--- config.mk ---
export PLATFORM = sky130hd
export DESIGN_NAME = resource_ctl_tracker_flat
export DESIGN_NICKNAME = d
export VERILOG_FILES = /design/src/rtl/resource_ctl_tracker_pkg.sv /design/src/rtl/resource_ctl_tracker_if.sv /design/src/rtl/res_ctl_fifo.sv /design/src/rtl/resource_ctl_tracker.sv /design/src/flat_wrapper.sv
export SDC_FILE = /design/constraint.sdc
export NUM_CORES = 1
export LEC_CHECK = 0
export BUFFER_PORTS_ARGS = -buffer_cell sky130_fd_sc_hd__buf_2
export CORE_MARGIN = 1.5
export CORE_UTILIZATION = 45
export CTS_CLUSTER_SIZE = 30
export DETAILED_ROUTE_END_ITERATION = 8
export GPL_TIMING_DRIVEN = 0
export PLACE_DENSITY = 0.87
export REMOVE_ABC_BUFFERS = 1
export SYNTH_ARGS = -nofsm -noshare
export SYNTH_HDL_FRONTEND = slang
export SYNTH_SLANG_ARGS = --single-unit
export TNS_END_PERCENT = 100
--- constraint.sdc ---
create_clock -name i_clk -period 3.35 [get_ports i_clk]
set_input_delay 0.335 -clock i_clk [delete_from_list [all_inputs] [get_ports i_clk]]
set_output_delay 0.335 -clock i_clk [all_outputs]
set_load 0.02 [all_outputs]
--- src/rtl/resource_ctl_tracker_pkg.sv ---
// Shared definitions for the resource ctl tracker: o_err bit positions and
// the helper that sizes the stream "mod" field. The stream interface that
// carries dat/ctl/sop/eop/mod/err/val/rdy lives next to this package.
package resource_ctl_tracker_pkg;

    // o_err bit positions
    localparam int ERR_MULTI_BEAT = 0;   // input beat arrived with sop=0 or eop=0
    localparam int ERR_NO_TAG     = 1;   // response arrived with no tag outstanding
    localparam int ERR_BITS       = 2;

    // Width of the byte-modulo field; never narrower than one bit
    function automatic int mod_bits(input int byts);
        return (byts > 1) ? $clog2(byts) : 1;
    endfunction

endpackage

--- src/rtl/resource_ctl_tracker_if.sv ---
// Single-beat capable packet stream (dat/ctl/sop/eop/mod/err with val/rdy).
// source/sink are the names used by the tracker; master/slave are aliases.
interface resource_ctl_tracker_if #(
    parameter int DAT_BYTS = 8,
    parameter int CTL_BITS = 16
);
    import resource_ctl_tracker_pkg::*;

    localparam int DAT_BITS = DAT_BYTS * 8;
    localparam int MOD_BITS = mod_bits(DAT_BYTS);

    logic [DAT_BITS-1:0] dat;
    logic [CTL_BITS-1:0] ctl;
    logic                sop;
    logic                eop;
    logic [MOD_BITS-1:0] mod;
    logic                err;
    logic                val;
    logic                rdy;

    modport source (output dat, ctl, sop, eop, mod, err, val, input  rdy);
    modport sink   (input  dat, ctl, sop, eop, mod, err, val, output rdy);
    modport master (output dat, ctl, sop, eop, mod, err, val, input  rdy);
    modport slave  (input  dat, ctl, sop, eop, mod, err, val, output rdy);

endinterface

--- src/rtl/res_ctl_fifo.sv ---
// Tag FIFO for the resource ctl tracker. Synchronous, DEPTH entries of
// WIDTH bits, power-of-two depth so the pointers wrap on their own.
// The head is read combinationally so a response can pick up its tag in the
// same cycle it is accepted. A push while full is only taken if a pop frees
// the head in that cycle, so an entry is never overwritten.
module res_ctl_fifo #(
    parameter int DEPTH = 8,
    parameter int WIDTH = 16
) (
    input  logic                         i_clk,
    input  logic                         i_rst,
    input  logic                         push,
    input  logic [WIDTH-1:0]             push_dat,
    input  logic                         pop,
    output logic [WIDTH-1:0]             head,
    output logic                         full,
    output logic                         empty,
    output logic [$clog2(DEPTH+1)-1:0]   count
);
    localparam int PTR_BITS = $clog2(DEPTH);
    localparam int CNT_BITS = $clog2(DEPTH + 1);

    logic [WIDTH-1:0]    mem [DEPTH];
    logic [PTR_BITS-1:0] wr_ptr_reg;
    logic [PTR_BITS-1:0] rd_ptr_reg;
    logic [CNT_BITS-1:0] count_reg;
    logic [CNT_BITS-1:0] count_next;
    logic                do_push;
    logic                do_pop;

    assign empty   = (count_reg == '0);
    assign full    = (count_reg == CNT_BITS'(DEPTH));
    assign do_pop  = pop && !empty;
    assign do_push = push && (!full || do_pop);
    assign head    = mem[rd_ptr_reg];
    assign count   = count_reg;

    // Storage write; contents need no reset since count gates every read
    always_ff @(posedge i_clk) begin
        if (do_push) begin
            mem[wr_ptr_reg] <= push_dat;
        end
    end

    // Occupancy update: simultaneous push and pop leaves it unchanged
    always_comb begin
        count_next = count_reg;
        case ({do_push, do_pop})
            2'b10:   count_next = count_reg + CNT_BITS'(1);
            2'b01:   count_next = count_reg - CNT_BITS'(1);
            default: count_next = count_reg;
        endcase
    end

    // Pointer and count registers with active-low synchronous reset
    always_ff @(posedge i_clk) begin
        if (!i_rst) begin
            wr_ptr_reg <= '0;
            rd_ptr_reg <= '0;
            count_reg  <= '0;
        end else begin
            if (do_push) begin
                wr_ptr_reg <= wr_ptr_reg + PTR_BITS'(1);
            end
            if (do_pop) begin
                rd_ptr_reg <= rd_ptr_reg + PTR_BITS'(1);
            end
            count_reg <= count_next;
        end
    end

endmodule

--- src/rtl/resource_ctl_tracker.sv ---
// Resource ctl tracker: strips the ctl tag from single-beat requests going
// to a ctl-unaware, in-order resource, stores it, and re-attaches it to the
// matching response. Optional sticky error checks are built only when
// RES_CTL_TRACKER_CHECK_EN is defined; otherwise o_err is tied to zero.
module resource_ctl_tracker
    import resource_ctl_tracker_pkg::*;
#(
    parameter int DAT_BYTS = 8,
    parameter int DAT_BITS = DAT_BYTS * 8,
    parameter int CTL_BITS = 16,
    parameter int MAX_OUT  = 8
) (
    input  logic                    i_clk,
    input  logic                    i_rst,
    resource_ctl_tracker_if.sink    i_axi,
    output logic [DAT_BITS-1:0]     o_req_dat,
    output logic                    o_req_val,
    input  logic                    i_req_rdy,
    input  logic [DAT_BITS-1:0]     i_rsp_dat,
    input  logic                    i_rsp_val,
    output logic                    o_rsp_rdy,
    resource_ctl_tracker_if.source  o_axi,
    output logic [ERR_BITS-1:0]     o_err
);
    localparam int CNT_BITS = $clog2(MAX_OUT + 1);

    logic [CNT_BITS-1:0] outstanding_reg;
    logic [CNT_BITS-1:0] outstanding_next;
    logic                room;
    logic                push;
    logic                rsp_hs;
    logic                tag_avail;
    logic                pop;
    logic [CTL_BITS-1:0] head_tag;

    logic                out_val_reg;
    logic [DAT_BITS-1:0] out_dat_reg;
    logic [CTL_BITS-1:0] out_ctl_reg;

    logic                fifo_full_unused;
    logic                fifo_empty_unused;
    logic [CNT_BITS-1:0] fifo_count_unused;
    logic                unused_sink;

    // Request path is pure gating: zero latency, blocked once MAX_OUT tags are held
    assign room      = (outstanding_reg < CNT_BITS'(MAX_OUT));
    assign i_axi.rdy = i_req_rdy && room;
    assign o_req_val = i_axi.val && room;
    assign o_req_dat = i_axi.dat;
    assign push      = i_axi.val && i_req_rdy && room;

    // Response path: accept whenever the output register is empty or draining
    assign o_rsp_rdy = !out_val_reg || o_axi.rdy;
    assign rsp_hs    = i_rsp_val && o_rsp_rdy;
    assign tag_avail = (outstanding_reg != '0);
    assign pop       = rsp_hs && tag_avail;

    res_ctl_fifo #(
        .DEPTH (MAX_OUT),
        .WIDTH (CTL_BITS)
    ) u_tag_fifo (
        .i_clk    (i_clk),
        .i_rst    (i_rst),
        .push     (push),
        .push_dat (i_axi.ctl),
        .pop      (pop),
        .head     (head_tag),
        .full     (fifo_full_unused),
        .empty    (fifo_empty_unused),
        .count    (fifo_count_unused)
    );

    // Outstanding count: +1 on push, -1 on pop, hold on both
    always_comb begin
        outstanding_next = outstanding_reg;
        case ({push, pop})
            2'b10:   outstanding_next = outstanding_reg + CNT_BITS'(1);
            2'b01:   outstanding_next = outstanding_reg - CNT_BITS'(1);
            default: outstanding_next = outstanding_reg;
        endcase
    end

    // Outstanding count register
    always_ff @(posedge i_clk) begin
        if (!i_rst) begin
            outstanding_reg <= '0;
        end else begin
            outstanding_reg <= outstanding_next;
        end
    end

    // Output register: load on response, clear once taken, hold under backpressure
    always_ff @(posedge i_clk) begin
        if (!i_rst) begin
            out_val_reg <= 1'b0;
            out_dat_reg <= '0;
            out_ctl_reg <= '0;
        end else if (rsp_hs) begin
            out_val_reg <= 1'b1;
            out_dat_reg <= i_rsp_dat;
            // An untagged response is still forwarded, carrying ctl=0
            out_ctl_reg <= tag_avail ? head_tag : '0;
        end else if (o_axi.rdy) begin
            out_val_reg <= 1'b0;
        end
    end

    assign o_axi.val = out_val_reg;
    assign o_axi.dat = out_dat_reg;
    assign o_axi.ctl = out_ctl_reg;
    assign o_axi.sop = 1'b1;
    assign o_axi.eop = 1'b1;
    assign o_axi.mod = '0;
    assign o_axi.err = 1'b0;

`ifdef RES_CTL_TRACKER_CHECK_EN
    logic [ERR_BITS-1:0] err_reg;

    // Sticky protocol checks, cleared only by reset
    always_ff @(posedge i_clk) begin
        if (!i_rst) begin
            err_reg <= '0;
        end else begin
            if (push && !(i_axi.sop && i_axi.eop)) begin
                err_reg[ERR_MULTI_BEAT] <= 1'b1;
            end
            if (rsp_hs && !tag_avail) begin
                err_reg[ERR_NO_TAG] <= 1'b1;
            end
        end
    end

    assign o_err       = err_reg;
    assign unused_sink = ^{i_axi.mod, i_axi.err};
`else
    assign o_err       = '0;
    assign unused_sink = ^{i_axi.mod, i_axi.err, i_axi.sop, i_axi.eop};
`endif

endmodule

--- src/flat_wrapper.sv ---
// flat-port wrapper written by rule: the top's interface ports become plain ports
module resource_ctl_tracker_flat import resource_ctl_tracker_pkg::*;
#(
    parameter int DAT_BYTS = 8,
    parameter int DAT_BITS = DAT_BYTS * 8,
    parameter int CTL_BITS = 16,
    parameter int MAX_OUT  = 8
)
  (i_clk, i_rst, o_req_dat, o_req_val, i_req_rdy, i_rsp_dat, i_rsp_val, o_rsp_rdy, o_err, i_axi_dat, i_axi_ctl, i_axi_sop, i_axi_eop, i_axi_mod, i_axi_err, i_axi_val, i_axi_rdy, o_axi_dat, o_axi_ctl, o_axi_sop, o_axi_eop, o_axi_mod, o_axi_err, o_axi_val, o_axi_rdy);
  resource_ctl_tracker_if #(.DAT_BYTS(DAT_BYTS), .CTL_BITS(CTL_BITS)) i_axi_i ();
  resource_ctl_tracker_if #(.DAT_BYTS(DAT_BYTS), .CTL_BITS(CTL_BITS)) o_axi_i ();
  input  logic i_clk;
  input  logic i_rst;
  output logic [DAT_BITS-1:0] o_req_dat;
  output logic o_req_val;
  input  logic i_req_rdy;
  input  logic [DAT_BITS-1:0] i_rsp_dat;
  input  logic i_rsp_val;
  output logic o_rsp_rdy;
  output logic [ERR_BITS-1:0] o_err;
  input wire logic [$bits(i_axi_i.dat)-1:0] i_axi_dat;
  input wire logic [$bits(i_axi_i.ctl)-1:0] i_axi_ctl;
  input wire logic [$bits(i_axi_i.sop)-1:0] i_axi_sop;
  input wire logic [$bits(i_axi_i.eop)-1:0] i_axi_eop;
  input wire logic [$bits(i_axi_i.mod)-1:0] i_axi_mod;
  input wire logic [$bits(i_axi_i.err)-1:0] i_axi_err;
  input wire logic [$bits(i_axi_i.val)-1:0] i_axi_val;
  output wire logic [$bits(i_axi_i.rdy)-1:0] i_axi_rdy;
  output wire logic [$bits(o_axi_i.dat)-1:0] o_axi_dat;
  output wire logic [$bits(o_axi_i.ctl)-1:0] o_axi_ctl;
  output wire logic [$bits(o_axi_i.sop)-1:0] o_axi_sop;
  output wire logic [$bits(o_axi_i.eop)-1:0] o_axi_eop;
  output wire logic [$bits(o_axi_i.mod)-1:0] o_axi_mod;
  output wire logic [$bits(o_axi_i.err)-1:0] o_axi_err;
  output wire logic [$bits(o_axi_i.val)-1:0] o_axi_val;
  input wire logic [$bits(o_axi_i.rdy)-1:0] o_axi_rdy;
  assign i_axi_i.dat = i_axi_dat;
  assign i_axi_i.ctl = i_axi_ctl;
  assign i_axi_i.sop = i_axi_sop;
  assign i_axi_i.eop = i_axi_eop;
  assign i_axi_i.mod = i_axi_mod;
  assign i_axi_i.err = i_axi_err;
  assign i_axi_i.val = i_axi_val;
  assign i_axi_rdy = i_axi_i.rdy;
  assign o_axi_dat = o_axi_i.dat;
  assign o_axi_ctl = o_axi_i.ctl;
  assign o_axi_sop = o_axi_i.sop;
  assign o_axi_eop = o_axi_i.eop;
  assign o_axi_mod = o_axi_i.mod;
  assign o_axi_err = o_axi_i.err;
  assign o_axi_val = o_axi_i.val;
  assign o_axi_i.rdy = o_axi_rdy;
  resource_ctl_tracker #(.DAT_BYTS(DAT_BYTS), .DAT_BITS(DAT_BITS), .CTL_BITS(CTL_BITS), .MAX_OUT(MAX_OUT)) u_core (.i_clk(i_clk), .i_rst(i_rst), .i_axi(i_axi_i), .o_req_dat(o_req_dat), .o_req_val(o_req_val), .i_req_rdy(i_req_rdy), .i_rsp_dat(i_rsp_dat), .i_rsp_val(i_rsp_val), .o_rsp_rdy(o_rsp_rdy), .o_axi(o_axi_i), .o_err(o_err));
endmodule
# --- Word level (Yosys, flattened, before mapping) ---
# Memory sizes are Yosys's and may differ from the RTL's. A register that Yosys moved wholly into a read port is not among the register bits.
# Cells that the tools add are included.
totals:
  ff_bits: 95
  latch_bits: 0
  mem_bits_rw: 128
  mem_bits_ro: 0
  word_cells: 47
  mem_count: 1
memory_table:
  columns: ["memory", "depth", "word_bits", "rd", "rd_clocked_by_memory_dff", "write_ports", "line", "text"]
  rows:
  - ["u_core.u_tag_fifo.mem", 8, 16, 1, 1, 1, "res_ctl_fifo.sv:23", "logic [WIDTH-1:0] mem [DEPTH];"]
op_classes:
  addsub: 6
  mul: 0
  div_mod_pow: 0
  n_lt_le_gt_ge: 1
  n_eq_ne: 5
  shift: 0
  mux: 9
  bitwise: 0
  n_reduce_logical: 18
ops:
  columns: ["op", "count"]
  rows:
  - ["2-to-1 mux 16 bit", 1]
  - ["one-hot mux 4 bit (2 select lines)", 2]
  - ["adder 4 x 1 -> 4 bit, second input constant", 2]
  - ["logical AND 1 bit", 8]
  - ["subtractor 4 x 1 -> 4 bit, second input constant", 2]
  - ["adder 3 x 1 -> 3 bit, second input constant", 2]
  - ["2-to-1 mux 3 bit", 2]
  - ["nonzero test 2 bit", 3]
  - ["== test 2 x 1 -> 1 bit, second input constant", 2]
  - ["== test 2 bit, second input constant", 2]
  - ["== test 4 bit, second input constant", 1]
  - ["logical NOT 4 bit", 1]
  - ["< comparator 4 bit, second input constant", 1]
  - ["2-to-1 mux 1 bit", 4]
  - ["nonzero test 4 bit", 1]
  - ["logical NOT 1 bit", 3]
  - ["logical OR 1 bit", 2]

# --- Logic depth before layout (Yosys ltp) ---
depth:
  ltp_word: 9
  depth_mapped: 11

# --- By module ---
# From an unflattened synthesis, not the netlist that was laid out.
unflattened:
  cells_unflattened: 701
  hier_area_um2: 9312.7
by_module_without_submodules:
  columns: ["mod", "n_inst", "cells_per_inst", "area_each_um2"]
  rows:
  - ["res_ctl_fifo", 1, 258, 5482.8]
  - ["resource_ctl_tracker", 1, 443, 3829.9]

# --- Worst setup path after synthesis ---
# No wires, ideal clock.
synth_path:
  path_kind: "in2reg"
  startpoint: "input i_axi_val"
  endpoint: "memory u_core.u_tag_fifo.mem[4][0] (enable)"
  t_arrival_ns: 2.938
  setup_slack_ns: -0.024
  path_stages: 5
  path_buffers: 1
  path_cell_list: "nor2b_1 and2_0 clkbuf_4 nand2_1 nor4b_1"
synth_via:
  elab_chain_len: 5
synth_rtl:
  columns: ["item", "line", "text"]
  rows:
  - ["start, declared", "flat_wrapper.sv:27", "input wire logic [$bits(i_axi_i.val)-1:0] i_axi_val;"]
  - ["logical AND 1 bit (2 in series)", "resource_ctl_tracker.sv:50", "assign push = i_axi.val && i_req_rdy && room;"]
  - ["logical AND 1 bit", "res_ctl_fifo.sv:34", "assign do_push = push && (!full || do_pop);"]
  - ["2-to-1 mux 1 bit", "res_ctl_fifo.sv:40", "if (do_push) begin"]
  - ["2-to-1 mux 1 bit (implied by the code)", "res_ctl_fifo.sv:41", "mem[wr_ptr_reg] <= push_dat;"]
  - ["end, declared", "res_ctl_fifo.sv:23", null]
# No other way between the ends.

# --- Worst setup path after layout ---
layout_path:
  startpoint: "register u_core.out_val_reg (netlist: u_core.o_axi.val)"
  endpoint: "register u_core.outstanding_reg[2]"
layout_via:
  elab_chain_len: 6
  word_cells_on_any_way: 8
  classes_between: "eq/ne: 2; mux: 1; reduce/logical: 5"
layout_rtl:
  columns: ["item", "line", "text"]
  rows:
  - ["start, declared", "resource_ctl_tracker.sv:36", "logic out_val_reg;"]
  - ["start signal, assigned", "resource_ctl_tracker.sv:95", "out_val_reg <= 1'b0;"]
  - ["start signal, assigned", "resource_ctl_tracker.sv:99", "out_val_reg <= 1'b1;"]
  - ["start signal, assigned", "resource_ctl_tracker.sv:104", "out_val_reg <= 1'b0;"]
  - ["logical NOT 1 bit (*)", "resource_ctl_tracker.sv:53", "assign o_rsp_rdy = !out_val_reg || o_axi.rdy;"]
  - ["logical OR 1 bit (*)", "resource_ctl_tracker.sv:53", null]
  - ["logical AND 1 bit (*)", "resource_ctl_tracker.sv:54", "assign rsp_hs = i_rsp_val && o_rsp_rdy;"]
  - ["logical AND 1 bit (*)", "resource_ctl_tracker.sv:56", "assign pop = rsp_hs && tag_avail;"]
  - ["== test 2 x 1 -> 1 bit / == test 2 bit (equally long branches)", "resource_ctl_tracker.sv:76", "case ({push, pop})"]
  - ["one-hot mux 4 bit (2 select lines) / nonzero test 2 bit (equally long branches)", null, null]
  - ["end signal, assigned", "resource_ctl_tracker.sv:88", "outstanding_reg <= outstanding_next;"]
  - ["end, declared", "resource_ctl_tracker.sv:27", "logic [CNT_BITS-1:0] outstanding_reg;"]
# Every way passes the cells marked *; elsewhere a longest branch is shown, timed or not.
# A chain may end at the register's enable or synchronous reset.

==> flow_summary_export.csv <==
group,metric,value,unit
timing,fin_crit_sh,84.9,%
worst_setup_path,path_delay_family,"simple AND/OR/NAND/NOR gates",
synth,ys_async_sr_fraction,0,%
worst_setup_path,path_buf_inv,1,
cts,clk_pin_slew_worst_paths,60,ps
drt,wirelength,24000,um
cts,ctsResizeCount,0,
worst_setup_path,worstPathRequired,3800,ps
power,p_per_area,642,nW/um2
grt,antenna_found_initial,1,
worst_setup_path,worstPathArrival,3290,ps
cells_and_area,syn2layout_area_growth,17.4,%
synth,synthDistinctLibCells,50,
cts,cts_root_buf,"clkbuf_16",
synth,yosys_register_bits,226,
floorplanning,rows,51,
worst_setup_path,reg2reg_from,"u_core.o_axi.val",
synth,ys.flop_type,"edfxtp_1",
synth,syn-instance-count,707,
worst_setup_path,endpoint_kind,"flip-flop",
cells_and_area,multiInputGateArea,2530,um2
cts,cts_buffer_depth,3,
worst_setup_path,reg2reg_to,"u_core.outstanding_reg[2]",
cells_and_area,diodes,0,
synth,avgSynthCellArea,12.7,um2
synth,ys_seq_area_share,64.5,%
drt,ant_nets,0,
grt,grt.busiest_layer,"met2",
power,max-vdd-ir-drop,0.000431,V
grt,grtUsageMet2,34.4,%
timing,holdWs,47.4,ps
worst_setup_path,crit_chain,"nor2b_1, inv_1, nand2_2, nor2_1, ha_1, xor2_1, ha_1, a21oi_1, xor2_1, or3_1, a21oi_1",
cts,cts_hold_buf,0,
status,status,"finished, final reports clean",
timing,rsz0062_at_grt,"no",
worst_setup_path,worstSetupStartpointType,"flip-flop",
cells_and_area,largest_register_ffs,128,
grt,grt_pass1_vias,5786,
place,dp_hpwl,16700,um
timing,max_freq,0.352,GHz
timing,layout_min_cycle_time,2840,ps
grt,grt_pass1_wl,34900,um
cells_and_area,final_common_cell,"buf_2",
cts,numCtsBuffers,25,
cells_and_area,layout_common_cells,"buf_2, nand2_1, edfxtp_1",
place,pre_cts_slack,378,ps
drt,routedWlPerCell,21.8,um
worst_setup_path,cpMaxStageDelayCell,"nand2_2",
floorplanning,die_y,144,um
cells_and_area,regMostFlops,"u_core.u_tag_fifo.mem",
floorplanning,die_area,20800,um2
grt,grt_usage,23.2,%
floorplanning,core,19500,um2
timing,layout_setup_ws,506,ps
timing,tightest_slew,1320,ps
cts,cts_setup_buffers,0,
worst_hold_path,holdPathStages,3,
place,place_congestion,0.767,
timing,drv_slew,0,
grt,met3_usage,14.8,%
cells_and_area,final_nets,981,
timing,slew_headroom,11.8,%
worst_setup_path,max_stage_delay,410,ps
grt,use_met1,28.0,%
power,p_leak,4.03,nW
cells_and_area,seq_area,5810,um2
cts,cts_sinks,226,
cts,h-tree-depth,1,
worst_hold_path,min_path_type,"input pin to flip-flop",
timing,setup_violations,0,
drt,drt-pass1-iter-count,4,
synth,synth_edf_count,128,
drt,vias,5853,
drt,drc,0,
run,cap_violations,0,
worst_setup_path,rrSetupSlack,510,ps
cts,clk-insertion-delay-late,520,ps
grt,overflow,0,
floorplanning,chipWidth,144,um
floorplanning,initial_core_util,46.1,%
worst_setup_path,path_max_fanout,21,
synth,synth_top_area_share,42.7,%
cts,cts_tree,"yes",
timing,skew,10.1,ps
synth,syn_area,8990,um2
drt,vias_per_cell,5.32,
synth,ys.warnings.count,0,
grt,grt_max_degree,68,
place,io_buffers,169,
worst_hold_path,min_to,"u_core.o_axi.dat[49]",
worst_hold_path,min_from,"i_rsp_dat[49]",
worst_setup_path,reg2regPathDepth,11,
cells_and_area,drive_gt1_share,32.8,%
timing,hold_viol,0,
drt,drtIter0Drc,418,
synth,yosys.area.top_type,"edfxtp_1",
cells_and_area,nFillCells,1593,
worst_setup_path,criticalPathCategory,"flip-flop to flip-flop",
synth,synth.area.top_cells,"edfxtp_1, dfxtp_1, mux4_2",
floorplanning,num_io_pins,312,
where the power goes:
group | switching [mW] | internal [mW] | leakage, nW | total [mW]
logic | 0.530 | 0.416 | 1.68 | 0.946
clock network | 1.08 | 1.56 | 0.391 | 2.64
registers | 0.118 | 3.08 | 1.96 | 3.20
total | 1.73 | 5.06 | 4.03 | 6.79
how the worst max path moves through the flow:
stage / startpoint / end / depth (start not counted)
3_5_place_dp: i_rsp_val / u_core.u_tag_fifo.mem[4][0] / 7
2_1_floorplan: u_core.o_axi.val / u_core.o_axi.ctl[0] / 5
5_1_grt: u_core.o_axi.val / u_core.outstanding_reg[2] / 11
3_3_place_gp: i_rsp_val / u_core.o_axi.ctl[6] / 6
4_1_cts: u_core.outstanding_reg[1] / u_core.u_tag_fifo.mem[4][15] / 6
6_report: u_core.o_axi.val / u_core.outstanding_reg[2] / 11
Yosys cell counts, types with 2 or more instances:
library cell / number
or4_4: 2
dfxtp_1: 98
buf_2: 4
buf_4: 72
or3_1: 3
nor2_1: 13
xor2_1: 5
nor3b_1: 2
nor3_1: 4
mux4_2: 32
nor2b_1: 3
inv_1: 6
a21oi_1: 72
xnor2_1: 4
nor4_1: 2
clkbuf_1: 28
mux2i_1: 18
nor4b_1: 2
ha_1: 7
o21ai_0: 18
edfxtp_1: 128
conb_1: 2
nand3_1: 2
nand2_1: 154
stage by stage:
stage | setup TNS [ps] | utilization (%) | area [um2] | power [mW] | std cells
after detailed placement | 0 | 50.0 | 9760 | 4.21 | 1055
final | 0 | 54.1 | 10600 | 6.79 | 1101
after global placement | -205610 | 48.6 | 9490 | 4.14 | 1039
after CTS | 0 | 54.1 | 10600 | 6.85 | 1101
after floorplan | -5580 | - | 8320 | 3.88 | 605
after global routing | 0 | 54.1 | 10600 | 7.05 | 1101
logic make-up after synthesis:
group,share of synthesized area (%)
adder cells (fa/ha/maj),1.20
buffers and inverters,8.10
AO/OA/AOI/OAI,5.95
AND/OR/NAND/NOR,9.24
XOR/XNOR,0.876
other,0.0835
flip-flops,64.5
multiplexers,10.0
tightest hold or removal path: stages:
cell	delay (ps)
buf_2	90
nand2_1	40
a21oi_1	50
area by class of cell:
cell class,instances,share of cell area (%)
Sequential cell,226,55.0
Inverter,7,0.261
Clock buffer,38,6.76
Timing Repair Buffer,185,10.0
Multi-Input combinational cell,372,24.0
Tap cell,265,3.14
Clock inverter,8,0.817
routing by layer:
layer / wire [um] / vias up
met5: 209 / -
met4: 455 / 8
met3: 3610 / 41
li1: - / 2647
met2: 10400 / 380
met1: 9270 / 2777
Note: power is estimated with default switching activity, not from simulation.
